--- src/rtl/scan_pkg.sv ---
// Shared types and constants for the clock-synchronous scan-chain tap.
// No logic lives here. Only the frame-state encoding, the broadcast address and the counter sizing.
package scan_pkg;

  typedef enum logic [2:0] {
    ST_IDLE = 3'd0,
    ST_ADDR = 3'd1,
    ST_DATA = 3'd2,
    ST_FULL = 3'd3,
    ST_OVER = 3'd4
  } scan_state_e;

  localparam int MAX_FIELD_W = 64;
  localparam logic [MAX_FIELD_W-1:0] BROADCAST_ADDR = '1;

  // One spare bit so the count can run past the longest legal frame and saturate.
  localparam int CNT_SAT_BITS = 1;

  function automatic int scan_cnt_w(input int addr_w, input int data_w);
    return $clog2(addr_w + data_w) + CNT_SAT_BITS;
  endfunction

endpackage

--- src/rtl/scan_sync.sv ---
// Two-flop synchronizer for one asynchronous chain signal into clk.
// Latency is 2 clk and there is no backpressure.
module scan_sync (
  input  logic clk,
  input  logic reset_n,
  input  logic i_d,
  output logic o_q
);

  logic r_meta;
  logic r_sync;

  always_ff @(posedge clk or negedge reset_n) begin
    if (!reset_n) begin
      r_meta <= 1'b0;
      r_sync <= 1'b0;
    end else begin
      r_meta <= i_d;
      r_sync <= r_meta;
    end
  end

  assign o_q = r_sync;

endmodule

--- src/rtl/scan_tap_sync.sv ---
// Scan-chain tap: oversamples TCK/TMS/TDI, decodes addr/data frames and swaps a matched project's data into the chain.
// Chain outputs lag inputs by 3 clk. outbound updates 1 clk after the synchronized TMS fall. There is no backpressure.
module scan_tap_sync
  import scan_pkg::*;
#(
  parameter int                ADDR_W       = 8,
  parameter int                DATA_W       = 8,
  parameter logic [DATA_W-1:0] RESET_VALUE  = '0,
  parameter bit                BROADCAST_EN = 1'b1
) (
  input  logic              clk,
  input  logic              reset_n,
  input  logic              i_tck,
  input  logic              i_tms,
  input  logic              i_tdi,
  input  logic [ADDR_W-1:0] address,
  input  logic [DATA_W-1:0] inbound,
  output logic [DATA_W-1:0] outbound,
  output logic              o_tck,
  output logic              o_tms,
  output logic              o_tdo,
  output logic              selected,
  output logic              update_stb
);

  localparam int              CNT_W     = scan_cnt_w(ADDR_W, DATA_W);
  localparam logic [CNT_W-1:0] LAST_ADDR = CNT_W'(ADDR_W - 1);
  localparam logic [CNT_W-1:0] LAST_DATA = CNT_W'(ADDR_W + DATA_W - 1);

  logic w_tck_s;
  logic w_tms_s;
  logic w_tdi_s;
  logic w_tck_rise;
  logic [ADDR_W-1:0] w_addr_next;
  logic w_true_match;
  logic w_bcast_match;
  logic w_drive_rdbk;

  scan_state_e       r_state;
  logic [CNT_W-1:0]  r_cnt;
  logic [ADDR_W-1:0] r_addr;
  logic [DATA_W-1:0] r_data;
  logic [DATA_W-1:0] r_rdbk;
  logic              r_bcast;
  logic              r_tck_prev;

  scan_sync u_sync_tck (.clk(clk), .reset_n(reset_n), .i_d(i_tck), .o_q(w_tck_s));
  scan_sync u_sync_tms (.clk(clk), .reset_n(reset_n), .i_d(i_tms), .o_q(w_tms_s));
  scan_sync u_sync_tdi (.clk(clk), .reset_n(reset_n), .i_d(i_tdi), .o_q(w_tdi_s));

  assign w_tck_rise    = w_tck_s & ~r_tck_prev;
  // Fields arrive LSB first, so each new bit enters at the top and the register shifts right.
  assign w_addr_next   = {w_tdi_s, r_addr[ADDR_W-1:1]};
  assign w_true_match  = (w_addr_next == address);
  assign w_bcast_match = BROADCAST_EN && (w_addr_next == BROADCAST_ADDR[ADDR_W-1:0]);
  assign w_drive_rdbk  = ((r_state == ST_DATA) || (r_state == ST_FULL)) && selected;

  always_ff @(posedge clk or negedge reset_n) begin
    if (!reset_n) begin
      r_state    <= ST_IDLE;
      r_cnt      <= '0;
      r_addr     <= '0;
      r_data     <= '0;
      r_rdbk     <= '0;
      r_bcast    <= 1'b0;
      r_tck_prev <= 1'b0;
      outbound   <= RESET_VALUE;
      o_tck      <= 1'b0;
      o_tms      <= 1'b0;
      o_tdo      <= 1'b0;
      selected   <= 1'b0;
      update_stb <= 1'b0;
    end else begin
      r_tck_prev <= w_tck_s;
      o_tck      <= w_tck_s;
      o_tms      <= w_tms_s;
      o_tdo      <= w_drive_rdbk ? r_rdbk[0] : w_tdi_s;
      update_stb <= 1'b0;

      if (r_state == ST_IDLE) begin
        r_cnt    <= '0;
        r_addr   <= '0;
        r_data   <= '0;
        r_rdbk   <= '0;
        r_bcast  <= 1'b0;
        selected <= 1'b0;
        if (w_tms_s) begin
          r_state <= ST_ADDR;
        end
      end else if (!w_tms_s) begin
        // Frame end wins over a coincident TCK rise; only an exact-length frame commits.
        r_state  <= ST_IDLE;
        selected <= 1'b0;
        r_bcast  <= 1'b0;
        if ((r_state == ST_FULL) && (selected || r_bcast)) begin
          outbound   <= r_data;
          update_stb <= 1'b1;
        end
      end else if (w_tck_rise) begin
        if (r_cnt != '1) begin
          r_cnt <= r_cnt + 1'b1;
        end
        case (r_state)
          ST_ADDR: begin
            r_addr <= w_addr_next;
            if (r_cnt == LAST_ADDR) begin
              r_state  <= ST_DATA;
              selected <= w_true_match;
              r_bcast  <= w_bcast_match;
              if (w_true_match) begin
                r_rdbk <= inbound;
              end
            end
          end
          ST_DATA: begin
            r_data <= {w_tdi_s, r_data[DATA_W-1:1]};
            if (selected) begin
              r_rdbk <= {1'b0, r_rdbk[DATA_W-1:1]};
            end
            if (r_cnt == LAST_DATA) begin
              r_state <= ST_FULL;
            end
          end
          ST_FULL: r_state <= ST_OVER;
          default: ;
        endcase
      end
    end
  end

endmodule

--- config.mk ---
export PLATFORM = sky130hd
export DESIGN_NAME = scan_tap_sync
export DESIGN_NICKNAME = d
export VERILOG_FILES = /design/src/rtl/scan_pkg.sv /design/src/rtl/scan_sync.sv /design/src/rtl/scan_tap_sync.sv
export SDC_FILE = /design/constraint.sdc
export NUM_CORES = 1
export LEC_CHECK = 0
export ABC_AREA = 1
export CORE_MARGIN = 5
export CORE_UTILIZATION = 45
export DETAILED_ROUTE_END_ITERATION = 12
export PLACE_DENSITY = 0.78
export SLEW_MARGIN = 40
export SYNTH_ARGS = -nofsm -noshare
export SYNTH_HDL_FRONTEND = slang
export SYNTH_SLANG_ARGS = --single-unit
--- constraint.sdc ---
create_clock -name clk -period 3 [get_ports clk]
set_input_delay 0.45 -clock clk [delete_from_list [all_inputs] [get_ports clk]]
set_output_delay 0.45 -clock clk [all_outputs]
set_load 0.02 [all_outputs]
### Word level (Yosys, flattened, before mapping)

Index checks and enable logic that the tools add are counted.

| storage, ports and cells | value |
|---|---|
| register bits | 52 |

| cells by class | value |
|---|---|
| reductions and logical operators | 18 |
| equal/unequal tests | 18 |
| bitwise gates (word level) | 4 |
| multiplexer cells | 40 |
| $add $sub $neg | 1 |

Operators by type and width:

| cell | count |
|---|---|
| 8-bit 2-to-1 mux | 14 |
| 5-bit 2-to-1 mux | 4 |
| 3-bit 2-to-1 mux | 6 |
| 8-bit case mux with 2 select lines | 1 |
| 3-bit != test, second input constant | 5 |
| 3-bit AND reduction | 5 |
| 1-bit 2-to-1 mux | 14 |
| 5-bit != test, second input constant | 2 |
| 2-bit nonzero test | 5 |
| 3-bit case mux with 3 select lines | 1 |
| 8-bit == test | 1 |
| 8-bit == test, second input constant | 1 |
| 4-bit != test, second input constant | 2 |
| 3-bit by 2-bit == test with 1-bit output, second input constant | 2 |
| 6-bit AND reduction | 1 |
| 5-bit by 1-bit adder with 5-bit output, second input constant | 1 |
| 5-bit by 3-bit == test with 1-bit output, second input constant | 1 |
| 5-bit by 4-bit == test with 1-bit output, second input constant | 1 |
| 5-bit AND reduction | 1 |
| 3-bit by 1-bit == test with 1-bit output, second input constant | 1 |
| 3-bit zero test | 1 |
| 3-bit by 2-bit != test with 1-bit output, second input constant | 1 |
| 1-bit NOT | 3 |
| 3-bit nonzero test | 1 |
| 4 further kinds | 6 |

### Depth between registers and ports, before layout

Gate-level depths: netlist (run 1).

| depth | value |
|---|---|
| depth after elaboration | 7 |
| depth in mapped cells | 10 |
| gate-level depth less buffers | 10 |

### Hierarchy

Synthesis (run 1) repeated with hierarchy kept, for this count alone.

| unflattened totals | value |
|---|---|
| cells, all modules | 252 |
| area total of the unflattened synthesis | 2,304.7 um^2 |

Modules (own cells, without submodules):

| module | instances | cells each | area an instance (um^2) |
|---|---|---|---|
| scan_tap_sync | 1 | 246 | 2,154.6 |
| scan_sync | 3 | 2 | 50.0 |

### Worst setup path after synthesis (run 1)

No wires, ideal clock.

| timing path | value |
|---|---|
| kind | reg2reg |
| start point | reg r_cnt[0] |
| end point | reg r_state[0] |
| buffers on the path | 0 |
| arrival | 1.470 ns |
| required time | 2.883 ns |
| setup slack | 1.413 ns |
| stages on the path, launching flop included | 8 |
| setup time | 0.117 ns |
| path through | dfrtp_1 -> ha_1 -> nand2_1 -> nor2_1 -> ha_1 -> or3_1 -> nand4_1 -> nand2_1 |

| on the way | value |
|---|---|
| word-level cells in the longest chain between the ends | 3 |

Ends and longest elaborated chain:

| what | RTL line | source |
|---|---|---|
| start: declaration | scan_tap_sync.sv:40 | `logic [CNT_W-1:0] r_cnt;` |
| start signal: assignment | scan_tap_sync.sv:101 | `r_cnt <= r_cnt + 1'b1;` |
| 5-bit by 3-bit == test with 1-bit output / 5-bit by 4-bit == test with 1-bit output (equally long branches) | scan_tap_sync.sv:106, scan_tap_sync.sv:120 |  |
| 4-bit != test (no source line) | -- |  |
| 5-bit AND reduction (no source line) * | -- |  |
| end signal: assignment | scan_tap_sync.sv:107 | `r_state <= ST_DATA;` |
| end signal: assignment | scan_tap_sync.sv:121 | `r_state <= ST_FULL;` |
| end signal: assignment | scan_tap_sync.sv:124 | `ST_FULL: r_state <= ST_OVER;` |
| end: declaration | scan_tap_sync.sv:39 | `scan_state_e r_state;` |

Every way passes the cells marked *; elsewhere a longest branch is shown, timed or not.
A chain may end at the register's enable or synchronous reset.

### Worst setup path in the final report (run 1)

| timing path | value |
|---|---|
| start point | reg r_state[0] |
| end point | reg r_rdbk[1] |

| on the way | value |
|---|---|
| word-level cells in the longest chain between the ends | 5 |

Ends and longest elaborated chain:

| what | RTL line | source |
|---|---|---|
| start signal: assignment | scan_tap_sync.sv:60 | `r_state <= ST_IDLE;` |
| start signal: assignment | scan_tap_sync.sv:88 | `r_state <= ST_ADDR;` |
| start signal: assignment | scan_tap_sync.sv:92 | `r_state <= ST_IDLE;` |
| 3-bit by 2-bit == test with 1-bit output / 3-bit by 1-bit == test with 1-bit output (equally long branches) | scan_tap_sync.sv:103 | `case (r_state)` |
| 8-bit case mux with 2 select lines | scan_tap_sync.sv:103 |  |
| 8-bit 2-to-1 mux | scan_tap_sync.sv:99 | `end else if (w_tck_rise) begin` |
| 8-bit 2-to-1 mux | scan_tap_sync.sv:90 | `end else if (!w_tms_s) begin` |
| 8-bit 2-to-1 mux | scan_tap_sync.sv:80 | `if (r_state == ST_IDLE) begin` |
| end signal: assignment | scan_tap_sync.sv:111 | `r_rdbk <= inbound;` |
| end signal: assignment | scan_tap_sync.sv:118 | `r_rdbk <= {1'b0, r_rdbk[DATA_W-1:1]};` |
| end: declaration | scan_tap_sync.sv:43 | `logic [DATA_W-1:0] r_rdbk;` |

Several ways; a longest one is shown, not always the timed one. The select of a mux whose other input is x is not followed.

==> impl_metrics.toml, run 1 <==
[cells_and_area]
n_antenna_cell = 0
ff_latch_area_um2 = 1276
stdcell_count = 382
multi_input_area_um2 = 974.7
nets = 335
area_delta_synth_final_pct = 18.57
n_fill_cell = 456
drive_above_1_share = 0.1154

[clock_network]
cts_buffer_depth = 2
ctsResizeCount = 0
clock-sinks = 51
htreeDepth = 2
numCtsBuffers = 5
post_cts.repair.setup_buffers = 0
cts_hold_buf = 0
insertion_delay_ps = 300
clk_pin_slew_ps = 100
root_buffer = "clkbuf_8"
tritoncts = "built"

[yosys]
ys_warn_count = 0
synth_edf_count = 0
async_flop_share = 1.000
syn_area_per_cell_um2 = 8.781
synth_top_area_share = 0.5247
syn-num-nets = 301
synth_area_um2 = 2432
syn_inst = 277
synth_ff_type = "dfrtp_1"
yosysSeqAreaShare = 0.5247
synth_area_leaders = "dfrtp_1, nand2_1, nand3_1"
synth_top_area_cell = "dfrtp_1"
synth_cell_type_count = 28
ys_ff_latch = 51

[pwr]
p_leak_uw = 0.001349
powerDensity_nw_per_um2 = 669.9
ir_drop_mv = 0.3531

[global_routing]
grt_max_degree = 33
grt_pass1_wl_mm = 8.197
grt_pass1_vias = 1801
grt_antenna_before_repair = 0
gr-total-overflow = 0
grtUsageTotal = 0.1416

[floorplan]
die_h_um = 83.52
die_x_um = 83.52
initial_core_util = 0.4702
fp-row-count = 26
die-area_um2 = 6976
io_pins = 34
core_area_um2 = 5172

[route]
drcViolationCount = 0
drt-total-wl_mm = 4.706
vias_per_cell = 5.052
firstDrtPassIters = 4
wl_per_cell_um = 12.32
vias = 1930
drtAntennaViolNets = 0
drtIter0Drc = 148

[setup_path]
cp-end-kind = "flop"
cp_cell_sequence = "nor2_4 > nand2_2 > nand2_2 > o21ai_2 > a21oi_4 > nand2_4 > nand2_1 > nand2_1"
critPathMaxFanout = 21
path_class = "flop to flop"
slowest_stage = "dfrtp_1"
cp_data_required_time_ps = 3200
slowest_delay_ps = 450
startpoint_type = "flop"
worstPathArrival_ps = 2150

[timing]
finalHoldViolCount = 0
drv_slew = 0
fin_setup_tns_ps = 0
rsz0062_at_grt = "no"
setup_viol = 0
whs_ps = 77.28
fin_crit_ps = 1952
timing.slew.headroom = 0.7119
worst_slack_ps = 1048
layout_worst_path_cycle_share = 0.6507
worstMarginPinSlew_ps = 432.1
skew_ps = 7.218
fmax_ghz = 0.5122

[job]
drv_cap = 0

[status]
status = "finished, final reports clean"

[hold_path]
min_path_type = "input port to asynchronous set/reset pin"

[place]
dp_worst_setup_slack_ps = 1075
gp_congestion = 0.8370
port_buffers = 33
place_inst = 374
dp_hpwl_mm = 3.422
-- stage by stage --
| step | area [um2] | power (uW) | utilization |
|---|---|---|---|
| finish | 2884 | 1932 | 0.5576 |
| global route | 2884 | 2082 | 0.5576 |
| CTS | 2884 | 1947 | 0.5576 |
| global placement | 2791 | 1518 | 0.5397 |
| detailed placement | 2791 | 1546 | 0.5397 |
| floorplan | 2432 | 1427 | - |
-- registers in the layout, summed over array words and instances (netlist names), 3 cells and up --
signal	count
outbound	8
r_data	8
r_rdbk	8
r_addr	7
r_cnt	5
r_state	3
-- power breakdown --
group          internal [uW]  switching (uW)  total [uW]
logic                    202             449         651
clock network            167             229         396
registers                792            93.4         885
total                   1160             771        1930
-- layout by cell type, fill, tap and decap left out, types with 2 or more instances in the layout --
cell type / Yosys / layout
o21ai_0: 17 / 17
clkbuf_8: 0 / 5
clkdlybuf4s50_1: 0 / 32
o21ai_2: 8 / 8
ha_1: 3 / 3
inv_2: 5 / 5
nand3_1: 25 / 25
o21ai_1: 2 / 2
nor2_1: 12 / 12
nor3_4: 2 / 2
dfrtp_1: 51 / 51
inv_1: 27 / 27
or3_1: 2 / 2
clkinvlp_4: 0 / 2
a21oi_1: 10 / 10
nand2_2: 4 / 4
a211oi_1: 2 / 2
nand2_1: 81 / 81
nand4_1: 5 / 5
nand3_2: 2 / 2
xnor2_1: 5 / 5
-- worst paths after layout --
path | cells after the start | end | slack (ps) | from
max | 8 | r_rdbk[1] | 1050 | r_state[0]
min | 1 | r_data[3] | 80 | reset_n
max reg2reg | 8 | r_rdbk[1] | 1050 | r_state[0]
min reg2reg | 0 | u_sync_tdi.o_q | 360 | u_sync_tdi.r_meta
max in group asynchronous | 2 | r_addr[6] | 2160 | reset_n
min in group clk | 0 | u_sync_tdi.o_q | 360 | u_sync_tdi.r_meta
-- worst max-delay path, delay by kind of cell, from the launching register on --
kind / cells / cell delay [ps]
AOI/OAI and AO/OA: 2 / 350
DFF: 1 / 450
and+or+nand+nor: 6 / 1040
-- per-layer routing --
layer | up-vias | GRT usage | routed length, um
met5 | - | 0 | 0
met4 | 0 | 0.04678 | 52
met3 | 4 | 0.03258 | 257
met2 | 57 | 0.2325 | 2239
met1 | 910 | 0.1851 | 2157
li1 | 959 | - | -
-- synth_stat cells, types with 3 or more instances --
| cell | n |
|---|---|
| o21ai_2 | 8 |
| inv_2 | 5 |
| xnor2_1 | 5 |
| inv_1 | 27 |
| nand2_1 | 81 |
| ha_1 | 3 |
| dfrtp_1 | 51 |
| nand2_2 | 4 |
| a21oi_1 | 10 |
| o21ai_0 | 17 |
| nand3_1 | 25 |
| buf_4 | 3 |
| buf_6 | 3 |
| nor2_1 | 12 |
| nand4_1 | 5 |
-- cells by family after synthesis --
group	count (synthesis)	synth area share
simple gates	137	0.2587
flops	51	0.5247
mux	1	0.004629
xor+xnor	5	0.01800
compound gates	41	0.1039
buf+inv	39	0.07459
fa+ha+maj	3	0.01543
-- cell type report --
cell class,count,area share
clock buffer,5,0.02386
timing repair buffer,34,0.1154
multi-input combinational,187,0.3380
sequential,51,0.4425
clock inverter,3,0.008243
inverter,32,0.04165
tap,70,0.03037
No activity file was read; power rests on OpenSTA's default activity.
==> run 2: changes to the inputs <==
--- a/config.mk
+++ b/config.mk
@@ -9,7 +9,7 @@
 export CORE_MARGIN = 5
 export CORE_UTILIZATION = 45
 export DETAILED_ROUTE_END_ITERATION = 12
-export PLACE_DENSITY = 0.78
+export PLACE_DENSITY = 0.8
 export SLEW_MARGIN = 40
 export SYNTH_ARGS = -nofsm -noshare
 export SYNTH_HDL_FRONTEND = slang
==> constraint.sdc (replaced) <==
create_clock -name clk -period 1.6 [get_ports clk]
set_input_delay 0.24 -clock clk [delete_from_list [all_inputs] [get_ports clk]]
set_output_delay 0.24 -clock clk [all_outputs]
set_load 0.02 [all_outputs]
==> run 2 against run 1 <==
Non-clock buffer count grew 15. Count of clock-buffer cells in the layout unchanged. Wire length rose by 2.1%. Critical path depth fell by 1. Critical endpoint is now r_state[0]. Largest cell class unchanged. Largest power group unchanged.
==> impl_metrics.toml, run 2 (synthesis results as in run 1) <==
[cells_and_area]
drive_above_1_share = 0.1713
finalCoreUtilization = 0.5895
final_cell_mix = "nand2_1, dfrtp_1, clkdlybuf4s50_1"
nets = 350
n_antenna_cell = 0
n_fill_cell = 435
layout_commonest_cell = "nand2_1"
area_delta_synth_final_pct = 25.36
reg_top3 = "outbound x8, r_data x8, r_rdbk x8"

[timing]
finalHoldViolCount = 0
timing.slew.headroom = 0.7329
layout_worst_path_cycle_share = 0.9608
drv_slew = 0
worst_slack_ps = 62.69
skew_ps = 9.509
setup_viol = 0
fin_crit_ps = 1537
rsz0062_at_grt = "yes"
worstMarginPinSlew_ps = 398.8
whs_ps = 356.3
fmax_ghz = 0.6505

[status]
status = "finished, final reports clean"

[pwr]
clkPwrFrac = 0.195
p_sw_uw = 1531
p_int_uw = 2405
switching_share = 0.3889
powerDensity_nw_per_um2 = 1291
p_leak_uw = 0.001442
ir_drop_mv = 0.5869
p_seq_frac = 0.417
power_frac_comb = 0.388

[setup_path]
startpoint_type = "flop"
critPathMaxFanout = 4
cp-end-kind = "flop"
path_class = "flop to flop"
cp_data_required_time_ps = 1800
worstPathArrival_ps = 1740

[route]
drtIter0Drc = 113
drt-total-wl_mm = 4.806
vias_per_cell = 4.957
drtAntennaViolNets = 0
vias = 1968
firstDrtPassIters = 4
drcViolationCount = 0
wl_per_cell_um = 12.11

[clock_network]
htreeDepth = 2
insertion_delay_ps = 310
clk_pin_slew_ps = 90
cts_buffer_depth = 2
clock-sinks = 51
root_buffer = "clkbuf_8"
tritoncts = "built"
numCtsBuffers = 5

[place]
dp_worst_setup_slack_ps = -62.34
port_buffers = 33
dp_hpwl_mm = 3.457
gp_congestion = 0.8389

[floorplan]
die_h_um = 83.52
core_area_um2 = 5172
die-area_um2 = 6976
fp-row-count = 26
die_x_um = 83.52
initial_core_util = 0.4702
io_pins = 34

[hold_path]
min_path_type = "flop to flop"

[global_routing]
gr-total-overflow = 0
grt_pass1_vias = 1833
grt_max_degree = 52
grt_antenna_before_repair = 0
grtUsageTotal = 0.1408
grt_pass1_wl_mm = 8.142

[job]
drv_cap = 0
[run 2: cell types whose count changed in the layout (fill, tap and decap cells not counted), moves of 2 or more]
| cell | before | now |
|---|---|---|
| buf_4 | 1 | 11 |
| buf_6 | 0 | 3 |
| clkinvlp_4 | 2 | 0 |
| nand2_1 | 81 | 79 |
| nand2_2 | 4 | 6 |
[run 2: what timing repair did]
item / 4_1_cts / 5_1_grt
setup endpoints to repair: 8 / 16
resized for setup: 3 / 9
hold endpoints to repair: 51 / 0
pin swaps: 0 / 8
hold buffers: 1 / 0
buffers inserted: 0 / 3
cloned: 0 / 0
[run 2: worst max-delay path, cell delays in order (launching register included)]
cell	delay, ps
dfrtp_1	400
ha_2	200
nand2_2	80
nor2_1	60
ha_1	170
or3_4	360
nand4_1	110
nand2_1	60
[run 2: layout make-up]
cell class	instances	area [um2]	area share
clock inverter	3	26.28	0.008617
inverter	32	120.1	0.03939
multi-input combinational	187	999.7	0.3279
tap	70	87.58	0.02872
sequential	51	1276	0.4185
timing repair buffer	49	470.5	0.1543
clock buffer	5	68.82	0.02257
[run 2: layer usage]
layer  vias up  GRT usage  part of all wire
li1        997          -                 -
met1       911     0.1840              0.45
met2        51     0.2259              0.48
met3         9    0.03850             0.057
met4         0    0.04825             0.015
met5         -          0                 0
[run 2: final timing paths]
path                       cells after the start               from  slack [ps]              to
max                                            7           r_cnt[1]          60      r_state[0]
min                                            0  u_sync_tms.r_meta         360  u_sync_tms.o_q
max reg2reg                                    7           r_cnt[1]          60      r_state[0]
min reg2reg                                    0  u_sync_tms.r_meta         360  u_sync_tms.o_q
max in group asynchronous                      3            reset_n         930       r_addr[4]
min in group asynchronous                      3            reset_n         440        r_cnt[0]
[run 2: power by group through the flow]
stage / logic, uW / registers, uW / clock network, uW
floorplan: 1050 / 1620 / 0
finish: 1530 / 1640 / 768
detailed placement: 1410 / 1660 / 0
global placement: 1380 / 1650 / 0
CTS: 1420 / 1640 / 799
global route: 1710 / 1660 / 849
[run 2: metrics by stage]
stage               TNS, ps  total power (uW)  cells  instance area, um2
floorplan                 0              2675    277                2432
global placement     -171.1              3028    385                2887
detailed placement   -503.3              3070    385                2887
CTS                       0              3860    394                2998
global route         -407.0              4219    397                3049
finish                    0              3935    397                3049
